$ cat src/rtl/countdown_ctrl_mod.sv
`default_nettype none
// ============================================================================
//  Module   : countdown_ctrl_mod
//  Purpose  : Countdown sequencer for the bomb timer: arm/start via config
//             button, tick divider, borrow requests, expiry and defuse flags.
//  Revision : 1.0  initial release
// ============================================================================
module countdown_ctrl_mod #(
    parameter int unsigned TICK_DIV = 32'd50000000
) (
    input  logic       clk,
    input  logic       rst,
    input  logic       configBtn,
    input  logic       defuse,
    input  logic [3:0] lowDigit,
    input  logic       lowNoBorrow,
    output logic       timerReconfig,
    output logic       borrowDown,
    output logic       running,
    output logic       expired,
    output logic       defused,
    output logic [2:0] state
);

    localparam logic [2:0] c_ST_IDLE    = 3'd0;
    localparam logic [2:0] c_ST_LOADED  = 3'd1;
    localparam logic [2:0] c_ST_RUNNING = 3'd2;
    localparam logic [2:0] c_ST_EXPIRED = 3'd3;
    localparam logic [2:0] c_ST_DEFUSED = 3'd4;

    localparam logic [31:0] c_TICK_LAST = TICK_DIV - 32'd1;

    logic [2:0]  state_q, state_d;
    logic [31:0] tick_q, tick_d;
    logic        btn_q;
    logic        blk_q;
    logic        timerReconfig_q, timerReconfig_d;
    logic        borrowDown_q, borrowDown_d;
    logic        running_q, running_d;
    logic        expired_q, expired_d;
    logic        defused_q, defused_d;

    logic        w_press;
    logic        w_tick;
    logic        w_empty;

    // blk_q masks a button that was already held when reset released
    assign w_press = configBtn & ~btn_q & ~blk_q;
    assign w_tick  = (state_q == c_ST_RUNNING) && (tick_q == c_TICK_LAST);
    assign w_empty = (lowDigit == 4'd0) && lowNoBorrow;

    always_ff @(posedge clk) begin
        if (!rst) begin
            state_q <= c_ST_IDLE;
        end else begin
            state_q <= state_d;
        end
    end

    always_comb begin
        state_d = state_q;
        case (state_q)
            c_ST_IDLE: begin
                if (w_press) state_d = c_ST_LOADED;
            end
            c_ST_LOADED: begin
                if (w_press) state_d = c_ST_RUNNING;
            end
            c_ST_RUNNING: begin
                if (defuse) begin
                    state_d = c_ST_DEFUSED;
                end else if (w_tick && w_empty) begin
                    state_d = c_ST_EXPIRED;
                end
            end
            c_ST_EXPIRED, c_ST_DEFUSED: begin
                if (w_press) state_d = c_ST_LOADED;
            end
            default: state_d = c_ST_IDLE;
        endcase
    end

    always_comb begin
        timerReconfig_d = 1'b0;
        borrowDown_d    = 1'b0;
        case (state_q)
            c_ST_RUNNING: borrowDown_d = w_tick & ~defuse & ~w_empty;
            default:      timerReconfig_d = w_press;
        endcase
        running_d = (state_d == c_ST_RUNNING);
        expired_d = (state_d == c_ST_EXPIRED);
        defused_d = (state_d == c_ST_DEFUSED);
    end

    // Tick divider only counts while RUNNING, so it is always 0 on entry
    always_comb begin
        tick_d = 32'd0;
        if ((state_q == c_ST_RUNNING) && (tick_q != c_TICK_LAST)) begin
            tick_d = tick_q + 32'd1;
        end
    end

    always_ff @(posedge clk) begin
        if (!rst) begin
            tick_q          <= 32'd0;
            btn_q           <= 1'b0;
            blk_q           <= configBtn;
            timerReconfig_q <= 1'b0;
            borrowDown_q    <= 1'b0;
            running_q       <= 1'b0;
            expired_q       <= 1'b0;
            defused_q       <= 1'b0;
        end else begin
            tick_q          <= tick_d;
            btn_q           <= configBtn;
            blk_q           <= blk_q & configBtn;
            timerReconfig_q <= timerReconfig_d;
            borrowDown_q    <= borrowDown_d;
            running_q       <= running_d;
            expired_q       <= expired_d;
            defused_q       <= defused_d;
        end
    end

    assign timerReconfig = timerReconfig_q;
    assign borrowDown    = borrowDown_q;
    assign running       = running_q;
    assign expired       = expired_q;
    assign defused       = defused_q;
    assign state         = state_q;

endmodule
`default_nettype wire

$ cat config.mk
export PLATFORM = sky130hd
export DESIGN_NAME = countdown_ctrl_mod
export DESIGN_NICKNAME = d
export VERILOG_FILES = /design/src/rtl/countdown_ctrl_mod.sv
export SDC_FILE = /design/constraint.sdc
export NUM_CORES = 1
export LEC_CHECK = 0
export ABC_AREA = 1
export ABC_CLOCK_PERIOD_IN_PS = 1700
export BUFFER_PORTS_ARGS = -buffer_cell sky130_fd_sc_hd__buf_2
export CORE_UTILIZATION = 62
export CTS_BUF_LIST = sky130_fd_sc_hd__clkbuf_8
export CTS_CLUSTER_SIZE = 24
export DETAILED_ROUTE_END_ITERATION = 7
export PLACE_DENSITY = 0.82
export SYNTH_ARGS = -nofsm -noshare
export SYNTH_HDL_FRONTEND = slang
export SYNTH_SLANG_ARGS = --single-unit
$ cat constraint.sdc
create_clock -name clk -period 1.7 [get_ports clk]
set_input_delay 0 -clock clk [delete_from_list [all_inputs] [get_ports clk]]
set_output_delay 0 -clock clk [all_outputs]
set_load 0.005 [all_outputs]
==> out/results.tsv <==
metric	value	unit
PortBufs	16	
share of layout cells above drive strength 1	0.109	
Critical Path End Type	register	
setup TNS	0	ps
dpl ws	184	ps
multi-input logic area	0.00116	mm²
Worst Tran Pin Value	326	ps
post-route non-filler standard cell count	410	
Setup Viol. Count Final	0	
Worst Hold Path Cells	4	
NumNets Final	376	
M2 GR Usage	0.529	
# fillers	264	
fin util	0.772	
vias in the first global route	1997	
total power per unit cell area	678	mW/mm²
Max Fclk	648	MHz
number of synthesized flops with an enable pin	0	
FP Rows	20	
fin area	0.00245	mm²
DRT antenna net count	0	
Die W	60.8	µm
synthesized area per cell	6.40	µm²
met1 Use GR	0.384	
largest net degree at the start of global routing	18	
Initial Utilization	0.675	
Clk pin slew, worst setup/hold paths	80	ps
peak supply drop	750	µV
Synth Cell Area	0.00214	mm²
WL final	5.11	mm
Hold Slack	92.3	ps
Max-slew headroom	0.780	
Seq. cell area	841	µm²
max-cap violations	0	
min-delay src	lowNoBorrow	
Total Power	1.66	mW
Tmin final	1540	ps
Most Used Layer, Global Route	met2	
core area	0.00318	mm²
initial antenna violation count	0	
total track usage	0.314	
DRC	0	
maximum fanout along the worst path	5	
Synth Warn #	0	
Setup Fix Bufs, Post-CTS	0	
clock sinks	42	
Syn-to-layout area delta	14.4	%
Cells after Synth	335	
Root Driver	clkbuf_8	
Syn Nets	345	
Final Max Tran Viols	0	
met3 Resource Use GR	0.0661	
Worst EP arrival	1770	ps
clk_lat worst skew	290	ps
CTS max path bufs	2	
I/O pin cnt	17	
reg2reg start	tick_q[0]	
most used flip-flop cell after synthesis	dfxtp_1	
die area	0.00370	mm²
Placed Cells	399	
Initial DRC Count	226	
die height	60.8	µm
Avg WL per Cell	12.5	µm
Synth Register Bits	42	
via count	2205	
Pleak	0.804	nW
first-pass GRT wire length	8.44	mm
DR vias/cell	5.38	
placed cell areas	0.00232	mm²
HP Class	primary input to register	
CTS tree	yes	
outcome	completed	
cts bufs inserted	5	
CP startpoint	tick_q[0]	
Netlist cell types	18	
fin crit share	0.908	
R2R depth	6	
Worst setup SP type	register	
Final Hold Vio Count	0	
sequential share of the synthesized area	0.392	
WS Path Type	register to register	
post-DP HPWL	3.76	mm
gpl congestion	0.962	
antenna cells	0	
DRT Pass-1 Iters	8	
number of H-tree levels	2	
Crit path required time	1920	ps
skew final	3.05	ps
setup ws final	157	ps
gr ovfl total	0	
async set-reset flop share out of synthesis	0	
[power breakdown]
group	switching [mW]	internal (mW)
registers	0.00526	0.992
logic	0.0349	0.0293
clock network	0.327	0.276
[state kept, by name, summed over array words and instances, names as in the netlist]
register,cells
blk_q,1
borrowDown,1
btn_q,1
defused,1
expired,1
running,1
state,3
tick_q,32
timerReconfig,1
[path summary, 6_finish.rpt]
check / end / slack, ps
worst max register to register: tick_q[14] / 160
worst min register to register: blk_q / 480
worst min-delay path: borrowDown / 90
worst max-delay path: tick_q[14] / 160
[final cells by class]
| type | instances | area share |
|---|---|---|
| well taps | 44 | 0.0224 |
| flip-flops and latches | 42 | 0.343 |
| inverters | 32 | 0.0490 |
| multi-input cells | 258 | 0.473 |
| repair buffers | 27 | 0.0806 |
| clock inverters | 2 | 0.00408 |
| clock buffers | 5 | 0.0281 |
[logic make-up (layout without fill, tap and decap cells)]
| group | after synthesis | count (layout) | share of synthesized area |
|---|---|---|---|
| buffers and inverters | 35 | 66 | 0.0718 |
| AO/OA/AOI/OAI | 27 | 27 | 0.0630 |
| XOR/XNOR | 10 | 10 | 0.0408 |
| flip-flops | 42 | 42 | 0.392 |
| AND/OR/NAND/NOR | 220 | 220 | 0.426 |
| adder cells (fa/ha/maj) | 1 | 1 | 0.00583 |
[repair_timing]
action	4_1_cts	5_1_grt
setup endpoints to repair	0	7
hold buffers	4	0
hold endpoints to repair	3	0
resized for setup	0	3
[per-layer routing]
metal / vias up / wire [µm]
met5: - / 0
met4: 0 / 131
met3: 18 / 355
met2: 109 / 2430
met1: 975 / 2200
li1: 1103 / -
[cells in the final DEF, fill, tap and decap left out]
cell,netlist,routed
o21ai_0,2,2
nor2_2,5,6
or2_0,1,1
nor3_1,2,1
clkinv_2,0,2
inv_1,32,32
a21oi_1,25,25
nand2_2,1,1
clkbuf_8,0,5
nor3_2,0,1
nand3_2,1,1
nand4_1,2,2
xnor2_1,5,5
nor2_1,75,74
xor2_1,5,5
dfxtp_1,42,42
dlygate4sd3_1,0,4
buf_12,0,2
nand3b_1,11,11
buf_4,0,5
nand3_1,13,13
nand2_1,109,109
buf_2,0,16
ha_2,0,1
[synthesized netlist by cell type (all sizes together) (2+ instances only)]
cell / count / area share
a21oi: 25 / 0.058
xnor2: 5 / 0.020
o21ai: 2 / 0.0047
buf: 3 / 0.016
dfxtp: 42 / 0.39
nand4: 2 / 0.0058
nor3: 2 / 0.0047
xor2: 5 / 0.020
nor2: 80 / 0.15
nand3: 14 / 0.035
nand3b: 11 / 0.039
inv: 32 / 0.056
nand2: 110 / 0.19
[worst max-delay path, cell delays in order (launching register included)]
cell and delay (ps):
dfxtp_1 340, ha_2 190, nand3_2 130, nor2_2 250, nand3_1 190, or2_0 240, a21oi_1 130
No activity file was read; power rests on OpenSTA's default activity.
